`src/rtl/datapath_trace_buffer.sv`:
```
// Triggered capture buffer snooping CHANNELS x WIDTH datapath result buses; drains oldest-first.
// Optional per-row 16-bit timestamps are enabled by defining TRACE_TIMESTAMP_EN.
module datapath_trace_buffer #(
    parameter  int WIDTH    = 32,
    parameter  int CHANNELS = 2,
    parameter  int DEPTH    = 16,
    localparam int CH_BITS  = (CHANNELS > 1) ? $clog2(CHANNELS) : 1,
    localparam int PTR_W    = $clog2(DEPTH),
    localparam int ROW_W    = CHANNELS * WIDTH
) (
    input  logic                Clk,
    input  logic                Reset,
    input  logic [ROW_W-1:0]    SampleIn,
    input  logic                SampleValid,
    input  logic                Arm,
    input  logic [CH_BITS-1:0]  TrigChannel,
    input  logic [WIDTH-1:0]    TrigValue,
    input  logic                ChangeOnly,
    input  logic                RdEn,
    output logic [ROW_W-1:0]    RdData,
    output logic                RdValid,
    output logic [PTR_W:0]      Count,
`ifdef TRACE_TIMESTAMP_EN
    output logic [15:0]         RdTimestamp,
`endif
    output logic [1:0]          State
);

    typedef enum logic [1:0] {
        ST_IDLE    = 2'b00,
        ST_ARMED   = 2'b01,
        ST_CAPTURE = 2'b10,
        ST_DONE    = 2'b11
    } state_t;

    localparam logic [PTR_W:0]   CNT_ONE   = (PTR_W + 1)'(1);
    localparam logic [PTR_W:0]   CNT_LAST  = (PTR_W + 1)'(DEPTH - 1);
    localparam logic [PTR_W:0]   CNT_ZERO  = (PTR_W + 1)'(0);
    localparam logic [PTR_W-1:0] PTR_ONE   = PTR_W'(1);
    localparam logic [PTR_W-1:0] PTR_ZERO  = PTR_W'(0);
    localparam logic [CH_BITS:0] CH_LIMIT  = (CH_BITS + 1)'(CHANNELS);

    state_t               state_r;
    state_t               state_nxt_s;
    logic                 store_s;
    logic                 clear_s;
    logic                 pop_s;
    logic                 trig_hit_s;
    logic                 row_differs_s;
    logic [CH_BITS-1:0]   trig_sel_s;
    logic [WIDTH-1:0]     ch_s [CHANNELS];

    logic [ROW_W-1:0]     mem [DEPTH];
    logic [PTR_W-1:0]     wr_ptr_r;
    logic [PTR_W-1:0]     rd_ptr_r;
    logic [PTR_W:0]       count_r;
    logic [ROW_W-1:0]     last_row_r;
    logic [ROW_W-1:0]     rd_data_r;
    logic                 rd_valid_r;

    for (genvar k = 0; k < CHANNELS; k++) begin : g_ch
        assign ch_s[k] = SampleIn[k*WIDTH +: WIDTH];
    end

    // Out-of-range channel selects fall back to channel 0
    assign trig_sel_s    = ({1'b0, TrigChannel} < CH_LIMIT) ? TrigChannel : CH_BITS'(0);
    assign trig_hit_s    = SampleValid && (ch_s[trig_sel_s] == TrigValue);
    assign row_differs_s = (SampleIn != last_row_r);

    // Capture state register
    always_ff @(posedge Clk or posedge Reset) begin
        if (Reset) begin
            state_r <= ST_IDLE;
        end else begin
            state_r <= state_nxt_s;
        end
    end

    // Next-state and datapath strobes; Arm outranks trigger and store
    always_comb begin
        state_nxt_s = state_r;
        store_s     = 1'b0;
        clear_s     = 1'b0;
        pop_s       = 1'b0;
        case (state_r)
            ST_IDLE: begin
                if (Arm) begin
                    clear_s     = 1'b1;
                    state_nxt_s = ST_ARMED;
                end else begin
                    state_nxt_s = ST_IDLE;
                end
            end
            ST_ARMED: begin
                if (Arm) begin
                    clear_s     = 1'b1;
                    state_nxt_s = ST_ARMED;
                end else if (trig_hit_s) begin
                    store_s     = 1'b1;
                    state_nxt_s = ST_CAPTURE;
                end else begin
                    state_nxt_s = ST_ARMED;
                end
            end
            ST_CAPTURE: begin
                if (Arm) begin
                    clear_s     = 1'b1;
                    state_nxt_s = ST_ARMED;
                end else if (SampleValid && (!ChangeOnly || row_differs_s)) begin
                    store_s     = 1'b1;
                    state_nxt_s = (count_r == CNT_LAST) ? ST_DONE : ST_CAPTURE;
                end else begin
                    state_nxt_s = ST_CAPTURE;
                end
            end
            ST_DONE: begin
                if (RdEn && (count_r != CNT_ZERO)) begin
                    pop_s       = 1'b1;
                    state_nxt_s = (count_r == CNT_ONE) ? ST_IDLE : ST_DONE;
                end else begin
                    state_nxt_s = ST_DONE;
                end
            end
            default: begin
                state_nxt_s = ST_IDLE;
            end
        endcase
    end

    // Pointers, occupancy, last-stored row and registered read port
    always_ff @(posedge Clk or posedge Reset) begin
        if (Reset) begin
            wr_ptr_r   <= PTR_ZERO;
            rd_ptr_r   <= PTR_ZERO;
            count_r    <= CNT_ZERO;
            last_row_r <= '0;
            rd_data_r  <= '0;
            rd_valid_r <= 1'b0;
        end else begin
            rd_valid_r <= 1'b0;
            if (clear_s) begin
                wr_ptr_r <= PTR_ZERO;
                rd_ptr_r <= PTR_ZERO;
                count_r  <= CNT_ZERO;
            end else if (store_s) begin
                wr_ptr_r   <= wr_ptr_r + PTR_ONE;
                count_r    <= count_r + CNT_ONE;
                last_row_r <= SampleIn;
            end else if (pop_s) begin
                rd_ptr_r   <= rd_ptr_r + PTR_ONE;
                count_r    <= count_r - CNT_ONE;
                rd_data_r  <= mem[rd_ptr_r];
                rd_valid_r <= 1'b1;
            end
        end
    end

    // Row storage; contents are never cleared, occupancy gates every read
    always_ff @(posedge Clk) begin
        if (store_s) begin
            mem[wr_ptr_r] <= SampleIn;
        end
    end

`ifdef TRACE_TIMESTAMP_EN
    logic [15:0] ts_r;
    logic [15:0] ts_mem [DEPTH];
    logic [15:0] rd_ts_r;

    // Free-running cycle stamp
    always_ff @(posedge Clk or posedge Reset) begin
        if (Reset) begin
            ts_r <= 16'h0000;
        end else begin
            ts_r <= ts_r + 16'h0001;
        end
    end

    // Stamp captured alongside each stored row
    always_ff @(posedge Clk) begin
        if (store_s) begin
            ts_mem[wr_ptr_r] <= ts_r;
        end
    end

    // Timestamp read register, same timing as the row read
    always_ff @(posedge Clk or posedge Reset) begin
        if (Reset) begin
            rd_ts_r <= 16'h0000;
        end else if (pop_s) begin
            rd_ts_r <= ts_mem[rd_ptr_r];
        end
    end

    assign RdTimestamp = rd_ts_r;
`endif

    assign RdData  = rd_data_r;
    assign RdValid = rd_valid_r;
    assign Count   = count_r;
    assign State   = state_r;

endmodule

```
`config.mk`:
```
export PLATFORM = sky130hd
export DESIGN_NAME = datapath_trace_buffer
export DESIGN_NICKNAME = d
export VERILOG_FILES = /design/src/rtl/datapath_trace_buffer.sv
export SDC_FILE = /design/constraint.sdc
export NUM_CORES = 1
export LEC_CHECK = 0
export CORE_MARGIN = 2
export CORE_UTILIZATION = 25
export CTS_BUF_LIST = sky130_fd_sc_hd__clkbuf_4 sky130_fd_sc_hd__clkbuf_8 sky130_fd_sc_hd__clkbuf_16
export DETAILED_ROUTE_END_ITERATION = 7
export GPL_TIMING_DRIVEN = 1
export HOLD_SLACK_MARGIN = 0.02
export MAX_ROUTING_LAYER = met4
export SETUP_SLACK_MARGIN = 0.1
export SYNTH_ARGS = -nofsm -noshare
export SYNTH_HDL_FRONTEND = slang
export SYNTH_SLANG_ARGS = --single-unit
```
`constraint.sdc`:
```
create_clock -name Clk -period 10.1 [get_ports Clk]
set_input_delay 2.02 -clock Clk [delete_from_list [all_inputs] [get_ports Clk]]
set_output_delay 2.02 -clock Clk [all_outputs]
set_load 0.01 [all_outputs]
```
# Word-level counts from Yosys, hierarchy flattened

Memory sizes are Yosys's and may differ from the RTL's. A register that Yosys moved wholly into a read port is not among the register bits.
Index checks and enable logic that the tools add are counted.

Bits in registers: 80
Memory bits (writable): 1024
Bits of input ports: 103
Output and inout bits: 72
Word-level logic and storage cells: 71
Memories: 1

Add/sub/neg operators: 4
$lt $le $gt $ge: 1
Equal/unequal tests: 8
Mux-type cells: 34
Bitwise logic cells: 3
Reductions and logical operators: 14

Memory list:

| name | words | bits a word | rd ports | clocked after Yosys merged registers in | wr ports | RTL line | source |
|---|---|---|---|---|---|---|---|
| mem  | 16    | 64          | 1        | 1                                       | 1        | 53       | `logic [ROW_W-1:0] mem [DEPTH];` |

Operators with widths:

| kind                                                                | number |
|---|---|
| 32-bit two-way mux                                                  | 3 |
| 64-bit != test                                                      | 1 |
| 32-bit == test                                                      | 1 |
| 4-bit two-way mux                                                   | 5 |
| 1-bit two-way mux                                                   | 16 |
| 5-bit two-way mux                                                   | 3 |
| 2-bit two-way mux                                                   | 5 |
| 4-bit by 1-bit adder with 4-bit output (second input constant)      | 2 |
| 2-bit case mux with 4 select lines                                  | 1 |
| 5-bit by 1-bit adder with 5-bit output (second input constant)      | 1 |
| 5-bit by 1-bit == test with 1-bit output (second input constant)    | 1 |
| 5-bit by 4-bit == test with 1-bit output (second input constant)    | 1 |
| 5-bit nonzero test                                                  | 1 |
| 5-bit by 1-bit subtractor with 5-bit output (second input constant) | 1 |
| 2-bit == test (second input constant)                               | 2 |
| 2-bit AND reduction                                                 | 2 |
| 2-bit nonzero test                                                  | 2 |
| 1-bit logical AND                                                   | 3 |
| 3-bit AND reduction                                                 | 1 |
| 3-bit nonzero test                                                  | 1 |
| 3-bit OR reduction                                                  | 1 |
| 2-bit by 1-bit == test with 1-bit output (second input constant)    | 1 |
| 2-bit >= comparator (second input constant)                         | 1 |
| 2-bit logical NOT                                                   | 1 |
| other kinds (6)                                                     | 7 |

# Logic depth before layout (Yosys ltp)

Gate-level depths: netlist (run 1).

Word-level depth: 11
Depth in mapped cells: 13
Depth with buffers taken out: 8

# Worst setup path before layout (run 1)

OpenSTA, ideal clock, no wires.

Path type: input port to flip-flop
Start point: input port TrigChannel
End point: memory mem[15][0] (netlist name) (enable)
Library setup time: 0.644 ns
Data arrival time: 9.814 ns
Required time: 9.456 ns
Setup slack: -0.358 ns
Cell stages on the path: 10
Path buffers: 3
Cell sequence: buf_6 > buf_6 > mux2i_1 > xnor2_1 > nor4_1 > nand3_1 > nor4_2 > nor2_1 > clkbuf_1 > nor4_1

Longest elaborated chain between the ends: 11

Ends and longest elaborated chain:

| what                                                   | RTL line | source |
|---|---|---|
| from (decl)                                            | 16       | `input logic [CH_BITS-1:0] TrigChannel,` |
| 1-bit inverter with 2-bit output (not written as such) | 67       | `assign trig_hit_s = SampleValid && (ch_s[trig_sel_s] == TrigValue);` |
| 32-bit two-way mux (not written as such) (3 in series) | 67       |  |
| 32-bit == test                                         | 67       |  |
| 1-bit logical AND                                      | 67       |  |
| 1-bit two-way mux                                      | 98       | `end else if (trig_hit_s) begin` |
| 1-bit two-way mux                                      | 95       | `if (Arm) begin` |
| 1-bit case mux with 2 select lines                     | 85       | `case (state_r)` |
| 1-bit two-way mux                                      | 160      | `if (store_s) begin` |
| 1-bit two-way mux (not written as such)                | 161      | `mem[wr_ptr_r] <= SampleIn;` |
| to (decl)                                              | 53       |  |

No other way between the ends. The select of a mux whose other input is x is not followed.

# Final worst setup path (run 1)

Start point: input port SampleIn[25]
End point: memory mem[1][33] (netlist name) (enable)

Longest elaborated chain between the ends: 10

Ends and longest elaborated chain:

| what                                                   | RTL line | source |
|---|---|---|
| from (decl)                                            | 13       | `input logic [ROW_W-1:0] SampleIn,` |
| 32-bit two-way mux (not written as such) (3 in series) | 67       |  |
| 32-bit == test                                         | 67       |  |
| 1-bit logical AND                                      | 67       |  |
| 1-bit two-way mux                                      | 98       |  |
| 1-bit two-way mux                                      | 95       |  |
| 1-bit case mux with 2 select lines *                   | 85       |  |
| 1-bit two-way mux *                                    | 160      |  |
| 1-bit two-way mux (not written as such) *              | 161      |  |

Mark *: on every way between the ends. The rest lies on a longest branch, timed or not. The select of a mux whose other input is x is not followed.

==> results.md, run 1 <==
* Total power at 9.750 mW
* Number of CTS-inserted buffers at 107
* CP required at 10450 ps
* Core area at 182700 um^2
* Drt wl/cell at 24.32 um
* Worst-Skew Late Latency at 730 ps
* TritonRoute pass-1 iters at 7
* Antenna-violating nets left at 0
* Number of global-route vias before repair at 22744
* Fmax at 152.7 MHz
* Leak pwr at 17.54 nW
* Sequential-to-total area share from yosys stat at 74.89%
* Measured slew at the worst slew-check pin at 1065 ps
* Max-cap viol count at 0
* Power Density at 178.4 nW/um^2
* Max VDD drop at 0.1629 mV
* # clock sinks at 1168
* Post-CTS resize count at 0
* Final critical-path required period at 6550 ps
* Final net count at 2526
* 1st-iter DRT viols at 2044
* Clock buffer depth at 3
* Yosys reg bits at 1168
* Final slew viol count at 0
* Number of distinct library cells after synthesis at 48
* Placed Cells at 4685
* # H-tree levels at 3
* Final period util at 64.85%
* Post-Synthesis Net Count at 2261
* Row count at 157
* Post-DP HPWL at 73230 um
* DR vias at 21672
* Total GRT Usage at 13.01%
* Ys flop type: edfxtp_1
* GRT overflow at 0
* Initial antenna violation count at 12
* Initial core utilization at 25.11%
* FF/Latch Area at 34360 um^2
* DIE HEIGHT at 432.4 um
* Final wirelength at 119000 um
* Post-synth EDFFs at 1024
* Worst Setup SP: SampleIn[25]
* Commonest non-fill, non-tap cell in the layout: edfxtp_1
* R2R cell count at 9
* FFs w/ async S/R, synth at 12.33%
* RSZ-0062 raised after global routing: false
* Syn Inst Count at 2144
* Clock Skew at 32.21 ps
* Critical Path Source Type: input port
* Share of layout cells above drive strength 1 at 26.61%
* Fill cells at 17581
* CP arrival at 6900 ps
* Final RePlAce weighted congestion at 0.8435
* Port Buf Inserts at 174
* Vias per cell at 4.428
* Syn Area/Cell at 21.40 um^2
* HP Class: reg2reg
* Reg-to-reg slack, setup at 5840 ps
* Final hold vios at 0
* CP endpoint kind: register
* Area occupied by multi-input gates at 11080 um^2
* Count of final setup violators at 0
* Post-CTS setup buffer count at 0
* Layout Cells excl Fill at 4894
* Root buffer cell: clkbuf_16
* Total Neg Setup Slack at 0 ps
* IO Count at 175
* Crit Reg-Reg Startpoint: last_row_r[8]$_DFFE_PP0P_
* CP Class: in2reg
* # DRC at 0
* CTS tree: yes
* Most frequent cells in the layout: edfxtp_1, mux4_2, nand2_1
* Synth Warn # at 0
* # hold bufs at CTS at 0
* Die area at 186900 um^2
* CP max FO at 77
* Slew HR at 29.03%
* Outcome: complete, no violations
* Crit path to: mem[1][33]$_DFFE_PP_
* Synth Cell Area at 45870 um^2
* RR Endpoint: RdData[6]$_DFFE_PP0P_
* Largest net degree at the start of global routing at 147
* Worst-path clk slew at 60 ps
* First-pass GRT wire length at 169500 um
* Area growth syn-to-layout at 19.14%
* Die width at 432.4 um
==> metrics by stage <==
step | area (um^2) | hold WS [ps] | setup slack (ps) | utilization, %
3_3_place_gp | 50920 | 476.1 | 2753 | 27.87
5_1_grt | 54650 | 514.8 | 3176 | 29.92
6_report | 54650 | 487.2 | 3550 | 29.92
3_5_place_dp | 50920 | 475.4 | 2754 | 27.87
4_1_cts | 54640 | 490.2 | 3516 | 29.91
2_1_floorplan | 45890 | 460.1 | -357.8 | -
==> cell usage after synthesis (all sizes together) (2+ instances only) <==
| master | number | area, um^2 |
|---|---|---|
| xnor2 | 60 | 525.5 |
| edfxtp | 1024 | 30750 |
| o21ai | 17 | 85.08 |
| nor2b | 4 | 25.02 |
| nor3 | 15 | 75.07 |
| nand2b | 12 | 75.07 |
| clkbuf | 62 | 232.7 |
| nand2 | 190 | 713.2 |
| o2bb2ai | 2 | 17.52 |
| inv | 22 | 82.58 |
| dfrtp | 144 | 3603 |
| ha | 14 | 175.2 |
| a21oi | 7 | 35.03 |
| o2111ai | 3 | 26.28 |
| and3 | 16 | 100.1 |
| nor4 | 18 | 118.9 |
| mux2i | 33 | 330.3 |
| o31ai | 2 | 15.01 |
| mux2 | 64 | 904.6 |
| nand4 | 10 | 62.56 |
| xor2 | 24 | 210.2 |
| buf | 40 | 237.7 |
| and2 | 3 | 18.77 |
| a221oi | 2 | 17.52 |
| nand3 | 6 | 30.03 |
| nor2 | 11 | 41.29 |
| mux4 | 320 | 7207 |
| a222oi | 2 | 20.02 |
| or4 | 3 | 22.52 |
==> how the worst min path moves through the flow <==
stage / start / end / slack, ps / depth (start not counted)
CTS: RdData[0]$_DFFE_PP0P_ / RdData[0]$_DFFE_PP0P_ / 490 / 1
global route: last_row_r[10]$_DFFE_PP0P_ / last_row_r[10]$_DFFE_PP0P_ / 510 / 2
floorplan: last_row_r[12]$_DFFE_PP0P_ / last_row_r[12]$_DFFE_PP0P_ / 460 / 2
global placement: RdData[0]$_DFFE_PP0P_ / RdData[0]$_DFFE_PP0P_ / 480 / 1
finish: RdData[0]$_DFFE_PP0P_ / RdData[0]$_DFFE_PP0P_ / 490 / 1
detailed placement: RdData[0]$_DFFE_PP0P_ / RdData[0]$_DFFE_PP0P_ / 480 / 1
==> registers in the layout (all words and copies together) (netlist names) <==
register and cells:
Count 5, RdData 64, RdValid 1, State 2, last_row_r 64, mem 1024
rd_ptr_r 4, wr_ptr_r 4
==> critical path, stage by stage <==
cell and delay [ps]:
clkdlybuf4s50_1 980, mux2i_1 200, xnor2_1 190, nor4_1 370, nand3_1 220, nor4_2 740, nor2_4 20, buf_4 410
nor2_1 430, and3_4 640, buf_4 590
==> area by class of cell <==
cell class | count | share of cell area [%]
Timing Repair Buffer | 258 | 4.377
Tap cell | 2385 | 5.460
Sequential cell | 1168 | 62.88
Clock buffer | 120 | 5.112
Antenna cell | 6 | 0.02747
Clock inverter | 83 | 1.696
Multi-Input combinational cell | 852 | 20.28
Inverter | 22 | 0.1694
==> where the power goes <==
group | total (mW) | switching, mW | internal (mW)
clock network | 4.27 | 1.87 | 2.40
registers | 5.25 | 0.00161 | 5.25
logic | 0.232 | 0.156 | 0.0758
==> logic make-up after synthesis <==
group | synth area share [%]
AO/OA/AOI/OAI | 0.6547
XOR/XNOR | 1.604
adder cells (fa/ha/maj) | 0.3819
buffers and inverters | 1.206
flip-flops | 74.89
multiplexers | 18.40
AND/OR/NAND/NOR | 2.864
==> metal layers <==
layer | vias up | global-route usage [%] | part of all wire (%)
met5 | - | - | 0
met3 | 150 | 2.057 | 4.3
met4 | 0 | 4.454 | 3.1
met1 | 11704 | 15.07 | 39
met2 | 542 | 22.89 | 54
li1 | 9276 | - | -
Note: power is estimated with default switching activity, not from simulation.
==> run 2, diff against run 1 <==
==> constraint.sdc (replaced) <==
create_clock -name Clk -period 6.7 [get_ports Clk]
set_input_delay 1.34 -clock Clk [delete_from_list [all_inputs] [get_ports Clk]]
set_output_delay 1.34 -clock Clk [all_outputs]
set_load 0.01 [all_outputs]
==> run 2 against run 1 <==
Combinational power grew 66%. First-iteration DRC count grew 10%. Cell area grew 1.1%. Clock power grew 53%. Utilization grew 0.33 points. Sequential cell count is the same. Sequential power grew 51%. Hold slack lost 1.8 ps. Largest power group unchanged.
==> results.md, run 2 (same netlist as run 1, synthesis figures left out) <==
* Root buffer cell: clkbuf_16
* Post-CTS resize count at 0 (unchanged)
* Largest Register: mem
* R2R cell count at 9 (unchanged)
* Outcome: complete, no violations
* Final net count at 2569 (+1.7%)
* Crit Reg-Reg Startpoint: last_row_r[8]$_DFFE_PP0P_
* Sw Pwr at 3.092 mW (+53%)
* # DRC at 0 (unchanged)
* Hold_ws at 485.4 ps (-1.813 ps)
* Critical Path Source Type: input port
* Total power at 14.84 mW (+52%)
* Antenna-violating nets left at 0 (unchanged)
* Max FFs per register at 1024 (unchanged)
* Drt wl/cell at 25.89 um (+6.5%)
* 1st-iter DRT viols at 2257 (+10%)
* Met3 WL at 6769 um (+31%)
* Worst Hold Endpoint: RdData[63]$_DFFE_PP0P_
* Total Neg Setup Slack at 0 ps (unchanged)
* Routed length on met2 at 66030 um (+3.7%)
* Initial antenna violation count at 19 (+7)
* Number of CTS-inserted buffers at 119 (+11%)
* Vias per cell at 4.511 (+1.9%)
* Hold path start: RdData[63]$_DFFE_PP0P_
* Largest net degree at the start of global routing at 108 (-27%)
* Core area at 182700 um^2 (unchanged)
* Final wirelength at 128200 um (+7.7%)
* CP arrival at 5510 ps (-1390 ps)
* Number of global-route vias before repair at 23061 (+1.4%)
* Measured slew at the worst slew-check pin at 1072 ps (+7.202 ps)
* First-pass GRT wire length at 180800 um (+6.6%)
* RR Endpoint: mem[0][52]$_DFFE_PP_
* Sequential share of power at 53.4% (-0.4 points)
* Clk pwr share at 44.0% (+0.2 points)
* Die area at 186900 um^2 (unchanged)
* Row count at 157 (unchanged)
* Post-CTS setup buffer count at 0 (unchanged)
* GRT overflow at 0 (unchanged)
* Area after DPL at 51350 um^2 (+0.86%)
* # clock sinks at 1168 (unchanged)
* Setup ws final at 1537 ps (-2013 ps)
* Final RePlAce weighted congestion at 0.9079 (+7.6%)
* TritonRoute pass-1 iters at 5 (-2)
* Combinational share of power at 2.6% (+0.2 points)
* Fmax at 193.7 MHz
* HP Class: reg2reg
* Share of layout cells above drive strength 1 at 27.77% (+1.2 points)
* Commonest non-fill, non-tap cell in the layout: edfxtp_1
* M1 wire length at 49420 um (+6.4%)
* CP endpoint kind: register
* Max-cap viol count at 0 (unchanged)
* Total GRT Usage at 14.06% (+1.0 points)
* RSZ-0062 raised after global routing: false
* CP max FO at 39 (-49%)
* Max layer used: met4
* CP Class: in2reg
* CP required at 7050 ps (-3400 ps)
* Hold Path Stages at 1 (unchanged)
* # H-tree levels at 3 (unchanged)
* DIE HEIGHT at 432.4 um (unchanged)
* Worst-path clk slew at 60 ps (about the same)
* Clock buffer depth at 3 (unchanged)
* IO Count at 175 (unchanged)
* Final hold vios at 0 (unchanged)
* Worst-Skew Late Latency at 740 ps (about the same)
* Reg-to-reg slack, setup at 3180 ps (-2660 ps)
* Area growth syn-to-layout at 20.44%
* Count of final setup violators at 0 (unchanged)
* Pre-CTS setup slack at 868.0 ps (-1886 ps)
* Net Sw Frac at 20.84% (+0.093 points)
* Slew HR at 28.55% (-0.48 points)
* Final slew viol count at 0 (unchanged)
* Final period util at 77.06%
* Clock Skew at 31.69 ps (-0.5173 ps)
* DR vias at 22332 (+3.0%)
* Die width at 432.4 um (unchanged)
* Leak pwr at 17.88 nW (+1.9%)
* Most frequent cells in the layout: edfxtp_1, mux4_2, nand2_1
* Post-DP HPWL at 82660 um (+13%)
* CTS tree: yes
* Final critical-path required period at 5163 ps
* Initial core utilization at 25.11% (unchanged)
* Fin area at 55250 um^2 (+1.1%)
* Port Buf Inserts at 174 (unchanged)
* Int Pwr at 11.75 mW (+52%)
* Power Density at 268.5 nW/um^2 (+51%)
* Worst Setup SP: SampleIn[61]
* Max VDD drop at 0.2140 mV (+31%)
* # hold bufs at CTS at 0 (unchanged)
[run 2: changes by cell type in the layout (fill, tap and decap cells not counted), moves of 3 or more]
cell        change
diode_2         +3
buf_12         +15
clkinv_4        -4
clkbuf_16      +13
buf_4          +16
clkinvlp_4      -5
clkinv_1       +10
bufinv_16       -8
clkbuf_4       +18
[run 2: cell type report]
cell class	instances	area (um^2)
fill	17621	127400
sequential	1168	34360
multi-input combinational	852	11100
clock buffer	150	3241
tap	2385	2984
timing repair buffer	289	2813
clock inverter	76	631.9
inverter	22	92.59
antenna	9	22.52
[run 2: per-stage QoR]
step / std cells / util (%)
5_1_grt: 4951 / 30.24
3_3_place_gp: 4716 / 28.11
4_1_cts: 4942 / 30.23
2_1_floorplan: 2144 / -
6_report: 4951 / 30.24
3_5_place_dp: 4716 / 28.11
[run 2: power groups by stage]
stage / Clock [mW] / Sequential [mW] / Combinational [mW]
3_3_place_gp: 0 / 8.07 / 0.384
2_1_floorplan: 0 / 8.07 / 0.0779
3_5_place_dp: 0 / 8.07 / 0.389
4_1_cts: 6.67 / 7.92 / 0.390
5_1_grt: 6.95 / 7.91 / 0.404
6_report: 6.53 / 7.92 / 0.385
[run 2: critical path: stages]
cell and delay [ps]:
clkdlybuf4s50_1 980, mux2i_1 200, xnor2_1 190, nor4_1 370
nand4_1 230, nor4_2 630, nor2_4 230, nor2_1 430
and3_4 260, buf_4 520
[run 2: metal layers]
metal  track usage (%)  vias up
met5                 -        -
met4             6.282        0
met3             2.547      177
met2             23.70      681
met1             16.38    12073
li1                  -     9401
[run 2: worst max-delay path by stage]
stage | depth (start not counted) | end | slack, ps
3_3_place_gp | 10 | mem[0][53]$_DFFE_PP_ | 860
3_5_place_dp | 10 | mem[0][53]$_DFFE_PP_ | 870
2_1_floorplan | 10 | mem[15][0]$_DFFE_PP_ | -380
4_1_cts | 10 | mem[10][45]$_DFFE_PP_ | 1640
6_report | 10 | mem[0][51]$_DFFE_PP_ | 1540
5_1_grt | 10 | mem[6][25]$_DFFE_PP_ | 1240
